==> src/rtl/axis_rr_burst_arbiter.sv <==
// Round-robin burst arbiter: merges NUM_REQ AXI-stream producers into one registered
// write stream for the async fifo. New grants are withheld while the fifo is prog_full.
module axis_rr_burst_arbiter #(
    parameter int NUM_REQ   = 4,
    parameter int BUFF_WORD = 32,
    parameter int MAX_BURST = 8,
    localparam int GW = (NUM_REQ > 1) ? $clog2(NUM_REQ) : 1,
    localparam int CW = $clog2(MAX_BURST + 1)
) (
    input  logic                         clk,
    input  logic                         rst_n,
    input  logic [NUM_REQ-1:0]           s_valid,
    input  logic [NUM_REQ*BUFF_WORD-1:0] s_data,
    output logic [NUM_REQ-1:0]           s_ready,
    output logic                         m_valid,
    output logic [BUFF_WORD-1:0]         m_data,
    input  logic                         m_ready,
    input  logic                         fifo_prog_full,
    output logic [GW-1:0]                grant_id,
    output logic                         busy,
    output logic [31:0]                  beat_total
);

    typedef enum logic {
        IDLE = 1'b0,
        XFER = 1'b1
    } state_t;

    state_t               state_q, state_d;
    logic [GW-1:0]        grant_q, grant_d;
    logic [CW-1:0]        burst_cnt_q, burst_cnt_d;
    logic                 m_valid_q, m_valid_d;
    logic [BUFF_WORD-1:0] m_data_q, m_data_d;
    logic [31:0]          beat_total_q, beat_total_d;

    logic                 sel_valid;
    logic [BUFF_WORD-1:0] sel_data;
    logic                 sel_ready;
    logic                 accept;
    logic                 last_beat;
    logic                 found;
    logic [NUM_REQ-1:0]   s_ready_int;
    int                   idx;

    always_ff @(posedge clk or negedge rst_n) begin
        if (!rst_n) begin
            state_q      <= IDLE;
            grant_q      <= GW'(NUM_REQ - 1);
            burst_cnt_q  <= '0;
            m_valid_q    <= 1'b0;
            m_data_q     <= '0;
            beat_total_q <= '0;
        end else begin
            state_q      <= state_d;
            grant_q      <= grant_d;
            burst_cnt_q  <= burst_cnt_d;
            m_valid_q    <= m_valid_d;
            m_data_q     <= m_data_d;
            beat_total_q <= beat_total_d;
        end
    end

    always_comb begin
        state_d      = state_q;
        grant_d      = grant_q;
        burst_cnt_d  = burst_cnt_q;
        m_valid_d    = m_valid_q;
        m_data_d     = m_data_q;
        beat_total_d = beat_total_q;
        s_ready_int  = '0;
        sel_valid    = 1'b0;
        sel_data     = '0;
        accept       = 1'b0;
        found        = 1'b0;
        idx          = 0;
        sel_ready    = ~m_valid_q | m_ready;
        last_beat    = (burst_cnt_q == CW'(MAX_BURST - 1));

        for (int i = 0; i < NUM_REQ; i++) begin
            if (GW'(i) == grant_q) begin
                sel_valid = s_valid[i];
                sel_data  = s_data[i*BUFF_WORD +: BUFF_WORD];
            end
        end

        // The output register drains in either state; a new accept reloads it.
        if (m_ready) begin
            m_valid_d = 1'b0;
        end

        case (state_q)
            IDLE: begin
                if (!fifo_prog_full && (|s_valid)) begin
                    for (int i = 1; i <= NUM_REQ; i++) begin
                        idx = (int'(grant_q) + i) % NUM_REQ;
                        if (!found && s_valid[idx]) begin
                            found   = 1'b1;
                            grant_d = GW'(idx);
                        end
                    end
                    burst_cnt_d = '0;
                    state_d     = XFER;
                end
            end
            XFER: begin
                for (int i = 0; i < NUM_REQ; i++) begin
                    if (GW'(i) == grant_q) begin
                        s_ready_int[i] = sel_ready;
                    end
                end
                accept = sel_valid & sel_ready;
                if (accept) begin
                    m_valid_d    = 1'b1;
                    m_data_d     = sel_data;
                    burst_cnt_d  = burst_cnt_q + CW'(1);
                    beat_total_d = beat_total_q + 32'd1;
                    if (last_beat) begin
                        state_d = IDLE;
                    end
                end else if (sel_ready) begin
                    // Requester gap while we could accept closes the burst.
                    state_d = IDLE;
                end
            end
            default: state_d = IDLE;
        endcase
    end

    assign s_ready    = s_ready_int;
    assign m_valid    = m_valid_q;
    assign m_data     = m_data_q;
    assign grant_id   = grant_q;
    assign busy       = (state_q == XFER);
    assign beat_total = beat_total_q;

endmodule

==> config.mk <==
export PLATFORM = sky130hd
export DESIGN_NAME = axis_rr_burst_arbiter
export DESIGN_NICKNAME = d
export VERILOG_FILES = /design/src/rtl/axis_rr_burst_arbiter.sv
export SDC_FILE = /design/constraint.sdc
export NUM_CORES = 1
export LEC_CHECK = 0
export ABC_AREA = 1
export CORE_MARGIN = 3
export CORE_UTILIZATION = 40
export DETAILED_ROUTE_END_ITERATION = 8
export PLACE_DENSITY = 0.74
export SLEW_MARGIN = 20
export SYNTH_ARGS = -nofsm -noshare
export SYNTH_HDL_FRONTEND = slang
export SYNTH_SLANG_ARGS = --single-unit
==> constraint.sdc <==
create_clock -name clk -period 2.4 [get_ports clk]
set_input_delay 0.72 -clock clk [delete_from_list [all_inputs] [get_ports clk]]
set_output_delay 0.72 -clock clk [all_outputs]
set_load 0.05 [all_outputs]
* Word-level counts from Yosys, hierarchy flattened
Cells that the tools add are included.
** Operators by class
- Order comparisons :: 4
- Bitwise logic cells :: 8
- Reduce and logical (&&, ||, !) cells :: 18
- Equality and inequality tests :: 6
- Multiplexer cells :: 49
- Add/subtract/negate cells :: 6
** Operators with widths (count)
- 2-to-1 mux 32 bit :: 4
- adder 32 x 1 -> 32 bit, second input constant :: 1
- 2-to-1 mux 1 bit :: 32
- < comparator 3 x 4 -> 1 bit, second input constant :: 4
- 2-to-1 mux 4 bit :: 3
- binary-select mux 1 bit (select 2 bit) :: 4
- 2-to-1 mux 2 bit :: 4
- one-hot mux 4 bit (2 select lines) :: 1
- OR reduction 2 bit :: 4
- adder 2 x 1 -> 2 bit, second input constant :: 2
- adder 2 bit, second input constant :: 2
- adder 4 x 1 -> 4 bit, second input constant :: 1
- AND 1 bit, first input constant :: 4
- == test 2 bit, first input constant :: 2
- == test 4 x 3 -> 1 bit, second input constant :: 1
- logical AND 1 bit :: 4
- zero test 1 bit :: 4
- AND reduction 2 bit :: 2
- nonzero test 4 bit :: 1
- OR reduction 4 bit :: 1
- AND reduction 3 bit :: 1
- == test 1 x 2 -> 1 bit, first input constant :: 1
- zero test 2 bit :: 1
- inequality test 2 x 1 -> 1 bit, second input constant :: 1
- other kinds (5) :: 6
** Word-level totals
- Output and inout bits :: 72
- Bits of input ports :: 136
- Bits in registers :: 72

* Longest topological paths before layout
Gate-level depths: netlist of run 1.
- Depth after elaboration :: 23
- Depth in mapped cells :: 12
- Gate-level depth less buffers :: 11

* Worst setup path after synthesis of run 1
No wires, ideal clock.
- Path kind :: register to output
- Start :: register grant_q[1], in the netlist grant_id[1]
- End :: output port s_ready[2]
- Path slack :: -0.292 ns
- Path buffers :: 2
- Stages on the path, launching flop included :: 6
- Arrival :: 1.972 ns
- Path through :: dfstp_2 -> ha_1 -> buf_2 -> inv_2 -> clkbuf_1 -> nor2_1
** On the way
- Longest elaborated chain between the ends :: 3
** RTL lines
- start, declared :: line 30 : logic [GW-1:0] grant_q, grant_d;
- start signal, assigned :: line 48 : grant_q <= GW'(NUM_REQ - 1);
- start signal, assigned :: line 55 : grant_q <= grant_d;
- == test 2 bit :: line 107 : if (GW'(i) == grant_q) begin
- 2-to-1 mux 1 bit :: line 107
- 2-to-1 mux 4 bit :: line 91 : case (state_q)
- end, declared :: line 14 : output logic [NUM_REQ-1:0] s_ready,
No other way between the ends.

* Final worst setup path of run 1
- Start :: register beat_total_q[9], in the netlist beat_total[9]
- End :: output port beat_total[9]
** RTL lines
- start, declared :: line 34 : logic [31:0] beat_total_q, beat_total_d;
- start signal, assigned :: line 59 : beat_total_q <= beat_total_d;
- end, declared :: line 21 : output logic [31:0] beat_total
No word-level cell between the ends.

==> flow_summary.yaml, run 1 <==
outcome:
  status: "finished, final reports clean"
grt:
  grt_pass1_wl_um: 26140
  grt_util_met2_pct: 40.73
  use_met3_pct: 7.661
  grt_max_degree: 65
  antenna_found_initial: 0
  busiest_layer: "met2"
  grtUsageMet1_pct: 30.50
  grt_pass1_vias: 5253
  grtUsageTotal_pct: 24.22
  grt.overflow.total: 0
worst_setup_path:
  worstReg2RegStart: "grant_id[1]"
  slowest_delay_ns: 0.86
  reg2reg_to: "m_data[31]"
  reg2reg_slack_ns: 0.30
  crit_chain: "clkdlybuf4s50_1"
  crit_type: "flop to output pin"
  worstSetupEndpointType: "output pin"
  critPathLaunch: "beat_total[9]"
  arrival_ns: 1.64
  path_delay_family: "buffers and inverters"
  crit_slowest_cell: "clkdlybuf4s50_1"
  reg2reg_depth: 11
  crit_fanout: 5
  path_buf_inv: 1
  startpoint_type: "flop"
  cp.required_ns: 1.68
synth:
  synth_nets: 930
  synth_area_mm2: 0.004937
  ys_ff_latch: 72
  yosysWarnings: 0
  ys_seq_area_share_pct: 36.54
  synth.area.top_cells: "dfrtp_1 35%, nand2_1 31%, o21ai_0 5.4%"
  synth.avg_cell_area_um2: 6.266
  netlist.area_leader.share_pct: 35.48
  yosysUniqueCellTypes: 25
  synth_top_area_cell: "dfrtp_1"
  netlist_instances: 788
timing:
  setup_viol: 0
  worst_pin_slew_ns: 0.5738
  fin_crit_ns: 2.362
  skew_ns: 0.006933
  hold_ws_ns: 0.3536
  finalHoldViolations: 0
  fin_crit_sh_pct: 98.42
  max_slew_margin_pct: 61.63
  fmax_mhz: 423.3
  final_max_slew_viol_count: 0
clocking:
  htreeDepth: 3
  numCtsBuffers: 9
  cts_buffer_depth: 2
  cts-root-buf: "clkbuf_16"
  cts_tree: "done"
  cts_sinks: 72
  clkTransAtPathRegs_ns: 0.05
  worstSkewPairLatency_ns: 0.32
power_and_ir_drop:
  p_per_area_mw_per_mm2: 1164
  intPower_mw: 4.464
  power.share.clock_pct: 15.4
  power.share.switching_pct: 49.76
  sequentialPowerShare_pct: 21.2
  p_switching_mw: 4.422
  power_frac_comb_pct: 63.5
  p_leak_nw: 3.568
  peakVddDrop_mv: 0.5911
  power_mw: 8.886
layout:
  multi_input_area_mm2: 0.002843
  drive_above_1_share_pct: 6.620
  area.sequential_mm2: 0.001804
  area_delta_synth_final_pct: 54.61
  n_antenna_cell: 0
  final_area_mm2: 0.007634
  fill_cells: 1051
  post-route-util_pct: 64.91
  fin_nets: 1135
detailed_routing:
  wire_per_inst_um: 14.15
  vias: 5618
  vias_per_cell: 4.839
  wl_um: 16430
  ant_nets: 0
  first_pass_iters: 5
  drtIter0Drc: 368
  drc: 0
floorplanning:
  rows: 39
  die-area_mm2: 0.01371
  die_w_um: 117.1
  ios: 208
  dieHeight_um: 117.1
  start_util_pct: 41.98
  core_mm2: 0.01176
placed_design:
  hpwl_um: 12610
  dpl_cell_area_mm2: 0.007254
  io_buffer_count: 207
  place.gp.congestion: 0.9640
flow_run:
  cap_violations: 0
hold_path:
  hold_class: "input port to asynchronous set/reset pin"
-- stage by stage --
step | std cells | TNS, ns | setup WS, ns
final | 1161 | 0 | 0.03787
after global routing | 1161 | -0.00006839 | -0.00006839
after CTS | 1159 | 0 | 0.03191
after detailed placement | 1141 | -0.6094 | -0.1609
after global placement | 1141 | -0.4108 | -0.1036
after floorplan | 788 | -0.07740 | -0.07740
-- sequential cells by signal, indices dropped and copies added, names as in the netlist --
signal / count
beat_total: 32
burst_cnt_q: 4
grant_id: 2
m_data: 32
busy: 1
m_valid: 1
-- synth_stat cells, drive strengths merged --
cell and count:
nand2 405, o21ai 77, dfrtp 70, nor2 67
a21oi 36, inv 34, nand3 28, buf 19
clkbuf 15, xor2 12, nand3b 11, ha 6
dfstp 2, nand4 2, xnor2 2, o22ai 1
or2 1
-- cells in the final DEF (no fill, tap or decap), drive strengths merged, types with 2 or more instances in the layout --
cell             n
ha               6
nand3           28
xnor2            2
nand2          405
dlymetal6s2s     6
nand4            2
buf             31
clkdlybuf4s50  190
dfrtp           70
dfstp            2
o21ai           77
nand3b          11
xor2            12
clkbuf          13
a21oi           36
nor2            67
inv             34
-- final cells by class --
type / count / share of cell area (%)
clock buffer: 13 / 3.540
clock inverter: 2 / 0.4917
inverter: 34 / 1.705
multi-input combinational: 648 / 37.24
sequential: 72 / 23.64
tap: 164 / 2.688
timing repair buffer: 228 / 30.70
-- cells by family (layout without fill, tap and decap cells) --
family | Yosys count | in the layout | synth area share [%]
compound gates | 114 | 114 | 11.58
flops | 72 | 72 | 36.54
simple gates | 514 | 514 | 41.33
fa+ha+maj | 6 | 6 | 1.520
xor+xnor | 14 | 14 | 2.484
buf+inv | 68 | 277 | 6.538
-- power groups by stage --
| stage | logic (mW) | clock network, mW | registers (mW) |
|---|---|---|---|
| finish | 5.64 | 1.36 | 1.88 |
| detailed placement | 5.58 | 0 | 1.89 |
| global placement | 5.52 | 0 | 1.90 |
| floorplan | 2.64 | 0 | 2.98 |
| global route | 6.23 | 1.46 | 1.93 |
| CTS | 5.65 | 1.39 | 1.89 |
-- per-layer routing --
| layer | wire length (µm) | vias to the layer above |
|---|---|---|
| li1 | - | 2883 |
| met1 | 6783 | 2515 |
| met2 | 7973 | 202 |
| met3 | 1363 | 18 |
| met4 | 309 | 0 |
| met5 | 0 | - |
-- how the worst max path moves through the flow --
stage	end	slack, ns	cells past startpoint
floorplan	s_ready[2]	-0.08	5
finish	beat_total[9]	0.04	1
global placement	s_ready[3]	-0.10	6
detailed placement	s_ready[1]	-0.16	6
CTS	beat_total[5]	0.03	1
global route	s_ready[1]	-0.00007	4
-- what timing repair did --
item	4_1_cts	5_1_grt
setup endpoints to repair	4	9
cloned	0	0
hold buffers	0	0
gates resized for setup	6	6
pin swaps	2	1
buffers inserted	3	2
No activity file was read; power rests on OpenSTA's default activity.
==> inputs of run 2 (changes only) <==
Clock period 2.4 ns to 2.9 ns, I/O delays scaled along.
==> run 2 against run 1 <==
The run now ends with negative setup slack left. Sequential power shrank 16%. Clock power shrank 25%. Die area is the same. Critical path type is now input port to output pin. Largest cell class unchanged. Largest power group unchanged. Highest routed layer unchanged.
==> flow_summary.yaml, run 2 (synthesis gave the netlist of run 1 again) <==
floorplanning:
  core_mm2: 0.01176
  start_util_pct: 41.98
  ios: 208
  die-area_mm2: 0.01371
  rows: 39
  die_w_um: 117.1
  dieHeight_um: 117.1
layout:
  final_common_cell: "nand2_1"
  fin_nets: 1126
  layoutNonFillerInstCount: 1152
  fill_cells: 1128
  layout_common_cells: "405 x nand2_1, 202 x clkdlybuf4s50_1, 70 x dfrtp_1"
  drive_above_1_share_pct: 5.263
  area_delta_synth_final_pct: 51.57
  n_antenna_cell: 0
clocking:
  cts-root-buf: "clkbuf_16"
  cts_tree: "done"
  numCtsBuffers: 9
  cts_sinks: 72
  clkTransAtPathRegs_ns: 0.06
  cts_buffer_depth: 2
  htreeDepth: 3
  worstSkewPairLatency_ns: 0.32
worst_setup_path:
  crit_chain: "clkdlybuf4s50_1 > nor2_1 > nor2_1 > inv_2 > nor2_2 > buf_12"
  crit_top_cell: "nor2_1"
  crit_type: "input port to output pin"
  crit_slowest_cell: "clkdlybuf4s50_1"
  worstSetupEndpointType: "output pin"
  slowest_delay_ns: 0.48
  arrival_ns: 2.04
  cp.required_ns: 2.03
  crit_fanout: 4
  startpoint_type: "input port"
timing:
  worst_pin_slew_ns: 0.6004
  finalWorstSetupSlack_ns: -0.009722
  setup_viol: 2
  fmax_mhz: 343.7
  max_slew_margin_pct: 59.85
  final_max_slew_viol_count: 0
  fin_crit_sh_pct: 100.3
  hold_ws_ns: 0.4651
  rsz0062_at_grt: "true"
  finalHoldViolations: 0
  skew_ns: 0.008217
  fin_crit_ns: 2.910
detailed_routing:
  vias: 5631
  vias_per_cell: 4.888
  first_pass_iters: 5
  drc: 0
  wl_um: 16510
  drtIter0Drc: 422
  ant_nets: 0
  wire_per_inst_um: 14.34
flow_run:
  cap_violations: 0
power_and_ir_drop:
  intPower_mw: 3.466
  sequentialPowerShare_pct: 22.2
  p_leak_nw: 3.379
  power_frac_comb_pct: 63.5
  peakVddDrop_mv: 0.4775
  power.share.switching_pct: 51.18
  p_per_area_mw_per_mm2: 948.6
  power.share.clock_pct: 14.4
  p_switching_mw: 3.633
grt:
  grt_pass1_wl_um: 26160
  grt.overflow.total: 0
  grtUsageTotal_pct: 24.27
  grt_pass1_vias: 5317
  grt_max_degree: 65
  antenna_found_initial: 0
hold_path:
  hold_class: "input port to asynchronous set/reset pin"
placed_design:
  place.gp.congestion: 0.9221
  dpl.cell_count: 1136
  io_buffer_count: 207
  hpwl_um: 12620
outcome:
  status: "finished, violations left"
  violations: "negative setup slack"
## run 2: path summary, 6_finish.rpt
| path | start | to | slack [ns] | cells past startpoint |
|---|---|---|---|---|
| setup / recovery | m_ready | s_ready[2] | -0.01 | 6 |
| hold / removal | rst_n | beat_total[15] | 0.47 | 1 |
| setup reg to reg | grant_id[0] | burst_cnt_q[0] | 0.61 | 10 |
| hold reg to reg | m_data[25] | m_data[25] | 0.47 | 2 |
| max in group asynchronous | rst_n | beat_total[6] | 1.86 | 2 |
| min in group clk | m_data[25] | m_data[25] | 0.47 | 2 |
## run 2: through the flow
| stage | utilization [%] | area [µm²] | worst slack (ns) | power [mW] | TNS [ns] |
|---|---|---|---|---|---|
| 6_report | 63.63 | 7483 | -0.009722 | 7.099 | -0.01640 |
| 4_1_cts | 63.40 | 7456 | 0.005721 | 7.124 | 0 |
| 3_3_place_gp | 61.07 | 7182 | 0.06384 | 6.044 | 0 |
| 3_5_place_dp | 61.07 | 7182 | 0.02060 | 6.069 | 0 |
| 5_1_grt | 63.63 | 7483 | -0.09210 | 7.697 | -0.2891 |
| 2_1_floorplan | - | 4937 | 0.05811 | 4.637 | 0 |
## run 2: power by group through the flow
stage	Sequential (mW)	Combinational, mW	Clock, mW
after global placement	1.57	4.47	0
after floorplan	2.46	2.17	0
after CTS	1.57	4.51	1.04
after global routing	1.61	4.99	1.09
after detailed placement	1.57	4.50	0
final	1.57	4.51	1.02
## run 2: cell type report
type	count	area, µm²	share of cell area [%]
clock buffer	12	256.5	3.428
clock inverter	3	17.52	0.2341
inverter	34	130.1	1.739
multi-input combinational	648	2833	37.85
sequential	72	1804	24.11
tap	164	205.2	2.742
timing repair buffer	219	2237	29.89
## run 2: worst max-delay path, delay by kind of cell
kind                   cells  cell delay [ns]
and+or+nand+nor            3             0.41
buffers and inverters      3             0.75
## run 2: routing by layer
layer,vias up,global-route usage (%),share of wire [%]
met2,196,41.22,48
met4,0,6.728,2.7
met1,2527,29.93,41
met5,-,0,0
li1,2876,-,-
met3,32,7.455,8.1
## run 2: timing repair
action	CTS	global route
endpoints found under the setup margin	0	4
setup buffers	0	1
hold buffers	0	0
gates resized for setup	0	7
